[src/rtl/mips_pkg.sv]
// Shared definitions for the multi-cycle MIPS core.
// Opcodes, functs, FSM states and ALU helpers.
package mips_pkg;

   localparam logic [5:0] OP_RTYPE = 6'h00;
   localparam logic [5:0] OP_ADDI  = 6'h08;
   localparam logic [5:0] OP_LW    = 6'h23;
   localparam logic [5:0] OP_SW    = 6'h2B;
   localparam logic [5:0] OP_BEQ   = 6'h04;
   localparam logic [5:0] OP_J     = 6'h02;

   localparam logic [5:0] F_ADD = 6'h20;
   localparam logic [5:0] F_SUB = 6'h22;
   localparam logic [5:0] F_AND = 6'h24;
   localparam logic [5:0] F_OR  = 6'h25;
   localparam logic [5:0] F_SLT = 6'h2A;

   typedef enum logic [3:0] {
      S_BOOT,
      S_FETCH,
      S_DECODE,
      S_EXEC_R,
      S_EXEC_I,
      S_ADDR,
      S_MEM_RD,
      S_MEM_WR,
      S_BRANCH,
      S_JUMP,
      S_WB_ALU,
      S_WB_MEM,
      S_HALT
   } state_t;

   typedef enum logic [2:0] {
      ALU_ADD,
      ALU_SUB,
      ALU_AND,
      ALU_OR,
      ALU_SLT
   } alu_op_t;

   function automatic logic funct_legal(input logic [5:0] funct);
      return (funct == F_ADD) || (funct == F_SUB) || (funct == F_AND) ||
             (funct == F_OR)  || (funct == F_SLT);
   endfunction

   function automatic alu_op_t alu_ctl(input logic [5:0] funct);
      alu_op_t op;
      case (funct)
         F_SUB:   op = ALU_SUB;
         F_AND:   op = ALU_AND;
         F_OR:    op = ALU_OR;
         F_SLT:   op = ALU_SLT;
         default: op = ALU_ADD;
      endcase
      return op;
   endfunction

   function automatic logic [31:0] alu_eval(
      input logic [31:0] a,
      input logic [31:0] b,
      input alu_op_t     op
   );
      logic [31:0] y;
      case (op)
         ALU_SUB: y = a - b;
         ALU_AND: y = a & b;
         ALU_OR:  y = a | b;
         ALU_SLT: y = ($signed(a) < $signed(b)) ? 32'd1 : 32'd0;
         default: y = a + b;
      endcase
      return y;
   endfunction

   function automatic logic [31:0] sext16(input logic [15:0] imm);
      return {{16{imm[15]}}, imm};
   endfunction

endpackage

[src/rtl/mc_ctrl_fsm.sv]
// Control FSM of the multi-cycle core.
// Sequences states and owns retire/halted pulses.
module mc_ctrl_fsm
   import mips_pkg::*;
#(
   parameter bit TRAP_ON_ILLEGAL = 1'b1
)(
   input  logic       clk,
   input  logic       rst_n,
   input  logic [5:0] i_opcode,
   input  logic [5:0] i_funct,
   input  logic       i_mem_ready,
   input  logic       i_misal,
   output state_t     o_state,
   output logic       o_retire,
   output logic       o_halted
);

   state_t r_state;
   logic   r_retire;
   logic   r_halted;
   logic   w_legal;

   // Instruction legality from the fetched opcode/funct
   always_comb begin
      w_legal = 1'b0;
      case (i_opcode)
         OP_RTYPE: w_legal = funct_legal(i_funct);
         OP_ADDI,
         OP_LW,
         OP_SW,
         OP_BEQ,
         OP_J:     w_legal = 1'b1;
         default:  w_legal = 1'b0;
      endcase
   end

   // State sequencing with registered retire/halted
   always_ff @(posedge clk or negedge rst_n) begin
      if (!rst_n) begin
         r_state  <= S_BOOT;
         r_retire <= 1'b0;
         r_halted <= 1'b0;
      end else begin
         r_retire <= 1'b0;
         case (r_state)
            S_BOOT:   r_state <= S_FETCH;
            S_FETCH:  if (i_mem_ready) r_state <= S_DECODE;
            S_DECODE: begin
               if (!w_legal) begin
                  if (TRAP_ON_ILLEGAL) begin
                     r_state  <= S_HALT;
                     r_halted <= 1'b1;
                  end else begin
                     r_state  <= S_FETCH;
                     r_retire <= 1'b1;
                  end
               end else begin
                  case (i_opcode)
                     OP_RTYPE:    r_state <= S_EXEC_R;
                     OP_ADDI:     r_state <= S_EXEC_I;
                     OP_LW, OP_SW: r_state <= S_ADDR;
                     OP_BEQ:      r_state <= S_BRANCH;
                     default:     r_state <= S_JUMP;
                  endcase
               end
            end
            S_EXEC_R, S_EXEC_I: r_state <= S_WB_ALU;
            S_ADDR: begin
               if (i_misal) begin
                  if (TRAP_ON_ILLEGAL) begin
                     r_state  <= S_HALT;
                     r_halted <= 1'b1;
                  end else begin
                     r_state  <= S_FETCH;
                     r_retire <= 1'b1;
                  end
               end else if (i_opcode == OP_LW) begin
                  r_state <= S_MEM_RD;
               end else begin
                  r_state <= S_MEM_WR;
               end
            end
            S_MEM_RD: if (i_mem_ready) r_state <= S_WB_MEM;
            S_MEM_WR: begin
               if (i_mem_ready) begin
                  r_state  <= S_FETCH;
                  r_retire <= 1'b1;
               end
            end
            S_BRANCH, S_JUMP, S_WB_ALU, S_WB_MEM: begin
               r_state  <= S_FETCH;
               r_retire <= 1'b1;
            end
            S_HALT: r_halted <= 1'b1;
            default: r_state <= S_BOOT;
         endcase
      end
   end

   assign o_state  = r_state;
   assign o_retire = r_retire;
   assign o_halted = r_halted;

endmodule

[src/rtl/mips_multicycle_cpu.sv]
// Multi-cycle MIPS-I subset core: datapath, register file, memory port.
// Sequencing lives in mc_ctrl_fsm.
module mips_multicycle_cpu
   import mips_pkg::*;
#(
   parameter logic [31:0] RESET_PC        = 32'h0000_0000,
   parameter int unsigned ADDR_W          = 32,
   parameter bit          TRAP_ON_ILLEGAL = 1'b1
)(
   input  logic              clk,
   input  logic              rst_n,
   output logic              mem_req,
   output logic              mem_we,
   output logic [ADDR_W-1:0] mem_addr,
   output logic [31:0]       mem_wdata,
   input  logic [31:0]       mem_rdata,
   input  logic              mem_ready,
   output logic              retire,
   output logic              halted,
   output logic [31:0]       pc_dbg
);

   logic [31:0] r_pc;
   logic [31:0] r_ir;
   logic [31:0] r_a;
   logic [31:0] r_b;
   logic [31:0] r_alu_out;
   logic [31:0] r_mdr;
   logic [31:0] r_pc_dbg;
   logic [31:0] r_rf [32];

   state_t      w_state;
   logic [4:0]  w_rs;
   logic [4:0]  w_rt;
   logic [4:0]  w_rd;
   logic [4:0]  w_dest;
   logic [5:0]  w_opcode;
   logic [5:0]  w_funct;
   logic [31:0] w_imm_ext;
   logic [31:0] w_ea;
   logic [31:0] w_rf_wd;
   logic        w_rf_we;
   logic        w_misal;

   assign w_opcode  = r_ir[31:26];
   assign w_rs      = r_ir[25:21];
   assign w_rt      = r_ir[20:16];
   assign w_rd      = r_ir[15:11];
   assign w_funct   = r_ir[5:0];
   assign w_imm_ext = sext16(r_ir[15:0]);
   assign w_ea      = r_a + w_imm_ext;
   assign w_misal   = |w_ea[1:0];

   mc_ctrl_fsm #(
      .TRAP_ON_ILLEGAL (TRAP_ON_ILLEGAL)
   ) u_fsm (
      .clk         (clk),
      .rst_n       (rst_n),
      .i_opcode    (w_opcode),
      .i_funct     (w_funct),
      .i_mem_ready (mem_ready),
      .i_misal     (w_misal),
      .o_state     (w_state),
      .o_retire    (retire),
      .o_halted    (halted)
   );

   // Memory port decoded from state: fetch at PC, data at ALUOut
   always_comb begin
      mem_req   = 1'b0;
      mem_we    = 1'b0;
      mem_addr  = '0;
      mem_wdata = '0;
      case (w_state)
         S_FETCH: begin
            mem_req  = 1'b1;
            mem_addr = r_pc[ADDR_W-1:0];
         end
         S_MEM_RD: begin
            mem_req  = 1'b1;
            mem_addr = r_alu_out[ADDR_W-1:0];
         end
         S_MEM_WR: begin
            mem_req   = 1'b1;
            mem_we    = 1'b1;
            mem_addr  = r_alu_out[ADDR_W-1:0];
            mem_wdata = r_b;
         end
         default: ;
      endcase
   end

   // Datapath registers updated per FSM state
   always_ff @(posedge clk or negedge rst_n) begin
      if (!rst_n) begin
         r_pc      <= RESET_PC;
         r_ir      <= '0;
         r_a       <= '0;
         r_b       <= '0;
         r_alu_out <= '0;
         r_mdr     <= '0;
         r_pc_dbg  <= RESET_PC;
      end else begin
         case (w_state)
            S_FETCH: begin
               if (mem_ready) begin
                  r_ir     <= mem_rdata;
                  r_pc     <= r_pc + 32'd4;
                  r_pc_dbg <= r_pc;
               end
            end
            S_DECODE: begin
               r_a       <= r_rf[w_rs];
               r_b       <= r_rf[w_rt];
               r_alu_out <= r_pc + (w_imm_ext << 2);
            end
            S_EXEC_R: r_alu_out <= alu_eval(r_a, r_b, alu_ctl(w_funct));
            S_EXEC_I, S_ADDR: r_alu_out <= w_ea;
            S_MEM_RD: if (mem_ready) r_mdr <= mem_rdata;
            S_BRANCH: if (r_a == r_b) r_pc <= r_alu_out;
            S_JUMP: r_pc <= {r_pc[31:28], r_ir[25:0], 2'b00};
            default: ;
         endcase
      end
   end

   assign w_dest  = ((w_state == S_WB_MEM) || (w_opcode != OP_RTYPE)) ? w_rt : w_rd;
   assign w_rf_wd = (w_state == S_WB_MEM) ? r_mdr : r_alu_out;
   assign w_rf_we = ((w_state == S_WB_ALU) || (w_state == S_WB_MEM)) && (w_dest != 5'd0);

   // Register file; $0 never written so it always reads zero
   always_ff @(posedge clk or negedge rst_n) begin
      if (!rst_n) begin
         for (int i = 0; i < 32; i++) r_rf[i] <= '0;
      end else if (w_rf_we) begin
         r_rf[w_dest] <= w_rf_wd;
      end
   end

   assign pc_dbg = r_pc_dbg;

endmodule
[config.mk]
export PLATFORM = sky130hd
export DESIGN_NAME = mips_multicycle_cpu
export DESIGN_NICKNAME = d
export VERILOG_FILES = /design/src/rtl/mips_pkg.sv /design/src/rtl/mc_ctrl_fsm.sv /design/src/rtl/mips_multicycle_cpu.sv
export SDC_FILE = /design/constraint.sdc
export NUM_CORES = 2
export LEC_CHECK = 0
export ABC_CLOCK_PERIOD_IN_PS = 3750
export BUFFER_PORTS_ARGS = -buffer_cell sky130_fd_sc_hd__buf_2
export CAP_MARGIN = 25
export CELL_PAD_IN_SITES_DETAIL_PLACEMENT = 1
export CELL_PAD_IN_SITES_GLOBAL_PLACEMENT = 1
export CORE_MARGIN = 5
export CORE_UTILIZATION = 25
export CTS_BUF_LIST = sky130_fd_sc_hd__clkbuf_4 sky130_fd_sc_hd__clkbuf_8
export CTS_CLUSTER_SIZE = 12
export DETAILED_ROUTE_END_ITERATION = 8
export HOLD_SLACK_MARGIN = 0.06
export PLACE_DENSITY = 0.49
export SLEW_MARGIN = 40
export SYNTH_ARGS = -nofsm -noshare
export SYNTH_HDL_FRONTEND = slang
export SYNTH_SLANG_ARGS = --single-unit
[constraint.sdc]
create_clock -name clk -period 3.75 [get_ports clk]
set_clock_uncertainty 0.1 [all_clocks]
set_input_delay 0.375 -clock clk [delete_from_list [all_inputs] [get_ports clk]]
set_output_delay 0.375 -clock clk [all_outputs]
set_load 0.005 [all_outputs]
### Yosys cells after proc, flatten, opt, wreduce, memory -nomap -nowiden

Cells that the tools add are included.

* register bits after elaboration: 1254
* input bits: 35
* output and inout port bits: 100
* word-level logic and storage cells: 161

* add/sub/neg operators: 5
* order comparisons: 5
* equal/unequal tests: 33
* muxes and demuxes: 37
* bitwise gates (word level): 7
* reductions and logical operators: 31

Operators with widths (number)
* 1024-bit bitwise mux: 1
* 32-bit binary-select mux with 5-bit select: 2
* 32-bit two-way mux: 9
* 32-bit one-hot mux with 3 select lines: 2
* 32-bit demux with 5-bit select: 1
* 32-bit one-hot mux with 4 select lines: 1
* 32-bit adder: 3
* 32-bit one-hot mux with 2 select lines: 1
* 6-bit == test, second input constant: 7
* 32-bit by 3-bit adder with 32-bit output, second input constant: 1
* 32-bit AND: 1
* 32-bit == test: 1
* 32-bit less-than comparator: 1
* 32-bit OR: 1
* 4-bit one-hot mux with 8 select lines: 1
* 32-bit subtractor: 1
* 4-bit == test, second input constant: 5
* 4-bit two-way mux: 5
* 6-bit >= comparator, second input constant: 3
* 5-bit inverter with 6-bit output: 3
* 4-bit by 3-bit == test with 1-bit output, second input constant: 4
* 4-bit one-hot mux with 4 select lines: 1
* 3-bit one-hot mux with 4 select lines: 1
* 2-bit inequality test, second input constant: 5
* 31 further kinds: 57

### Logic depth before layout (Yosys ltp)

* depth after elaboration: 9
* gate-level depth with buffers: 14
* gate-level depth less buffers: 12

### Modules after synthesis

Synthesis repeated with hierarchy kept, for this count alone.

* cell total of the unflattened synthesis: 6509
* area total of the unflattened synthesis: 70466.3 um^2

Modules (own cells, without submodules)
* mips_multicycle_cpu: times used 1, cells an instance 6441, area an instance 69899.5 um^2, seq. area each 31230.0 um^2
* mc_ctrl_fsm: times used 1, cells an instance 68, area an instance 566.8 um^2, seq. area each 150.1 um^2

### Least setup slack after synthesis

Ideal clock, no wire load.

* kind: reg-to-reg
* start point: reg r_ir[15]
* end point: reg r_alu_out[30]
* library setup time: 0.131 ns
* data arrival time: 3.306 ns
* data required time: 3.519 ns
* setup slack: 0.213 ns
* stages on the path, launching flop included: 11
* buffers on the path: 0
* clock period less this slack: 3.537 ns
* cell sequence: dfrtp_1 > ha_1 > a21o_1 > a21o_1 > a2111oi_0 > o31ai_1 > a21o_1 > a211oi_1 > o21ai_0 > mux2i_1 > or3_1

* longest elaborated chain between the ends: 2
* elaborated cells on any way between the ends: 3
* those cells by class: add/sub (2); mux (1)

Ends and longest elaborated chain
* from (decl): RTL line mips_multicycle_cpu.sv:24 `logic [31:0] r_ir;`
* from (signal assigned): RTL line mips_multicycle_cpu.sv:107 `r_ir <= mem_rdata;`
* 32-bit adder (on tied branches): RTL line mips_multicycle_cpu.sv:51, mips_multicycle_cpu.sv:115
* 32-bit one-hot mux with 3 select lines *: RTL line mips_multicycle_cpu.sv:104 `case (w_state)`
* to (signal assigned): RTL line mips_multicycle_cpu.sv:115 `r_alu_out <= r_pc + (w_imm_ext << 2);`
* to (signal assigned): RTL line mips_multicycle_cpu.sv:117 `S_EXEC_R: r_alu_out <= alu_eval(r_a, r_b, alu_ctl(w_funct));`
* to (signal assigned): RTL line mips_multicycle_cpu.sv:118 `S_EXEC_I, S_ADDR: r_alu_out <= w_ea;`
* to (decl): RTL line mips_multicycle_cpu.sv:27 `logic [31:0] r_alu_out;`

Every way passes the cells marked *; elsewhere a longest branch is shown, timed or not.
A chain may end at the register's enable or synchronous reset.

### Worst setup path in the final report

* start point: reg r_pc[10]
* end point: reg r_alu_out[31]

* longest elaborated chain between the ends: 2

Ends and longest elaborated chain
* from (decl): RTL line mips_multicycle_cpu.sv:23 `logic [31:0] r_pc;`
* from (signal assigned): RTL line mips_multicycle_cpu.sv:108 `r_pc <= r_pc + 32'd4;`
* from (signal assigned): RTL line mips_multicycle_cpu.sv:120 `S_BRANCH: if (r_a == r_b) r_pc <= r_alu_out;`
* from (signal assigned): RTL line mips_multicycle_cpu.sv:121 `S_JUMP: r_pc <= {r_pc[31:28], r_ir[25:0], 2'b00};`
* 32-bit adder: RTL line mips_multicycle_cpu.sv:115
* 32-bit one-hot mux with 3 select lines: RTL line mips_multicycle_cpu.sv:104

Every way passes these cells.

==> impl_metrics.toml <==
[outcome]
status = "completed"

[yosys]
ys.flop_type = "dfrtp_1"
synth-simple-area-share_pct = 10.96
synth_top_family_by_area = "multiplexers"
avgSynthCellArea_um2 = 10.60
yosysWarningCount = 0
synth-compound-area-share_pct = 14.32
synthArstFlopShare_pct = 100.0
synth_edf_count = 0
netlist_area_mm2 = 0.07045
synth_area_leaders = "dfrtp_1 (45%), mux4_2 (20%), a21oi_1 (4.9%)"
synthesis.nets = 6840
ys_seq_area_share_pct = 44.54
syn_inst = 6644
synth.distinct_cells = 85
synth_top_area_share_pct = 44.54
synthAdderAreaFrac_pct = 2.902
synth_xor_area_share_pct = 0.6837
synth_mux_area_share_pct = 22.38
synth_largest_area_cell = "dfrtp_1"
ys_ff_latch = 1254

[floorplanning]
die_h_um = 540.9
io-pin-count = 135
core-area_mm2 = 0.2813
die_x_um = 540.9
core.rowCount = 195
fp.dieArea_mm2 = 0.2925
start_util_pct = 25.04

[placed_design]
place_area_mm2 = 0.07947
dpl.hpwl_um = 216200
dpl.cell_count = 10410
port_buffers = 134
preCtsSetupSlack_ps = 8.984
place.gp.congestion = 0.8970

[detailed_routing]
drc = 0
routedWlPerCell_um = 28.22
routed_via_density = 5.221
vias = 56940
drtPass1Iterations = 7
first_iter_violations = 4025
ant_nets = 0
wl_um = 307700

[worst_setup_path]
start_kind = "flop"
critPathCaptureType = "flop"
critPathMaxFanout = 4
critPathRequiredTime_ps = 4520
setup.worst_path.class = "reg -> reg"
worstPathArrival_ps = 4430

[global_route]
grt.met3_usage_pct = 2.765
top_usage_layer = "met2"
antenna_found_initial = 17
grtUsageMet2_pct = 34.52
grt_start_max_net_pins = 127
grt.met1_usage_pct = 28.15
grt_pass1_wl_um = 446800
grt_use_total_pct = 20.72
grt_pass1_vias = 59960
grt-ovfl-total = 0

[clock_network]
clock_path_buffers = 3
numCtsBuffers = 233
insertion_delay_ps = 1040
root_buffer = "clkbuf_8"
clock-sinks = 1254
clk_pin_slew_ps = 60
cts_tree = "done"
htreeDepth = 4

[timing]
slew_viol_final = 0
rsz0062_at_grt = "yes"
layout_setup_ws_ps = 90.12
relSlewSlack_pct = 40.91
fmax_mhz = 273.2
fin_tns_setup_ps = 0
setup_violations = 0
min_period_ps = 3660
worstMarginPinSlew_ps = 879.6
final-hold-violation-count = 0
final.period_utilization_pct = 97.60

[finish]
layout-drive-gt1-share_pct = 26.32
stdcell_count = 10910
fin_nets = 7172
final_cell_area_mm2 = 0.08535
syn2layout_area_growth_pct = 21.14

[power]
power.total_mw = 71.53
ir_drop_v = 0.0004663
power_density_mw_per_mm2 = 838.1
p_leak_nw = 36.36

[hold_path]
hold_path.class = "in -> reg"

[run]
maxCapViolCount = 0
-- per-stage QoR --
step,hold slack [ps],util (%)
2_1_floorplan,-20.59,-
3_5_place_dp,169.5,28.25
3_3_place_gp,169.9,28.23
4_1_cts,61.46,30.29
6_report,168.8,30.34
5_1_grt,121.3,30.34
-- synth_stat cells, types with 12 or more instances --
| master | number |
|---|---|
| mux2i_1 | 81 |
| buf_4 | 21 |
| a21oi_1 | 685 |
| nor3_1 | 72 |
| mux2_2 | 48 |
| mux4_2 | 640 |
| nand4_1 | 12 |
| and3_1 | 25 |
| o31ai_1 | 22 |
| o221ai_1 | 15 |
| nand3_1 | 48 |
| dfrtp_1 | 1254 |
| o21ai_0 | 662 |
| nand2b_1 | 19 |
| nor4_1 | 18 |
| xor2_1 | 28 |
| clkbuf_1 | 441 |
| xnor2_1 | 27 |
| o21ai_1 | 48 |
| a221oi_1 | 19 |
| inv_1 | 119 |
| o22ai_1 | 18 |
| buf_1 | 74 |
| a22oi_1 | 19 |
| nand2_1 | 907 |
| a22o_1 | 36 |
| a31oi_1 | 53 |
| buf_2 | 83 |
| ha_1 | 157 |
| a21o_1 | 37 |
| o21bai_1 | 16 |
| and2_1 | 16 |
| o21a_1 | 23 |
| or3_1 | 15 |
| nor2_1 | 675 |
| a211oi_1 | 32 |
| o211ai_1 | 16 |
| nor2b_1 | 21 |
-- layer usage --
layer  part of all wire, %  routed length (µm)
met5                0.0084                  26
met4                   3.1                9583
met3                   4.6               14030
met2                    48              147200
met1                    44              136900
-- cell type report --
type | count | area [µm²]
antenna | 7 | 17.52
clock buffer | 377 | 4651
clock inverter | 37 | 390.4
fill | 31300 | 196000
inverter | 121 | 462.9
multi-input combinational | 4649 | 36700
sequential | 1254 | 31420
tap | 3743 | 4683
timing repair buffer | 717 | 7036
-- state kept, by name, summed over array words and instances (netlist names) --
| register | count |
|---|---|
| r_rf | 1024 |
| pc_dbg | 32 |
| r_a | 32 |
| r_alu_out | 32 |
| r_b | 32 |
| r_ir | 32 |
| r_mdr | 32 |
| r_pc | 32 |
| u_fsm.o_state | 4 |
| u_fsm.o_halted | 1 |
| u_fsm.o_retire | 1 |
-- timing repair --
item | CTS | global route
cloned | 0 | 0
pin swaps | 0 | 1
hold buffers | 68 | 0
buffers inserted | 0 | 1
gates resized for setup | 2 | 18
endpoints found under the setup margin | 2 | 19
hold endpoints to repair | 1331 | 0
-- power by group --
group	internal (mW)	switching (mW)
combinational	14.3	20.6
clock	8.05	6.47
sequential	17.7	4.39
-- critical path, stage by stage, from the launching register on --
cell and delay (ps):
dfrtp_1 400, ha_1 360, a21o_1 220, a221o_1 340, a21oi_1 250, o211ai_1 220, a41oi_1 420, o31ai_1 140
buf_4 150, xnor2_1 340, o221ai_1 150, or4_1 410
-- placed cells by master, fill, tap and decap left out, drive strengths merged, types with 16 or more instances in the layout --
cell type,n
a211oi,32
a21o,37
a21oi,685
a221oi,19
a22o,36
a22oi,19
a31oi,53
and2,16
and3,25
buf,650
clkbuf,377
clkinv,24
dfrtp,1254
dlygate4sd3,67
ha,157
inv,129
mux2,48
mux2i,81
mux4,640
nand2,908
nand2b,19
nand3,48
nor2,676
nor2b,21
nor3,72
nor4,21
o211ai,16
o21a,23
o21ai,710
o21bai,16
o22ai,18
o31ai,22
xnor2,27
xor2,28
-- path summary, 6_finish.rpt --
| path | start | to | slack [ps] | cells after the start |
|---|---|---|---|---|
| hold reg to reg | r_rf[1022] | r_rf[1022] | 290 | 0 |
| setup reg to reg | r_pc[10] | r_alu_out[31] | 90 | 11 |
| hold / removal | mem_ready | u_fsm.o_retire | 170 | 4 |
| max in group asynchronous | rst_n | r_rf[967] | 1820 | 6 |
| min in group asynchronous | rst_n | r_rf[282] | 400 | 4 |
| setup / recovery | r_pc[10] | r_alu_out[31] | 90 | 11 |
-- logic make-up (layout without fill, tap and decap cells) --
| family | after synthesis | count (layout) |
|---|---|---|
| simple gates | 1875 | 1875 |
| compound gates | 1789 | 1789 |
| flops | 1254 | 1254 |
| mux | 769 | 769 |
| buf+inv | 741 | 1252 |
| fa+ha+maj | 161 | 161 |
| xor+xnor | 55 | 55 |
| other cells | 0 | 7 |
Note: power is estimated with default switching activity, not from simulation.
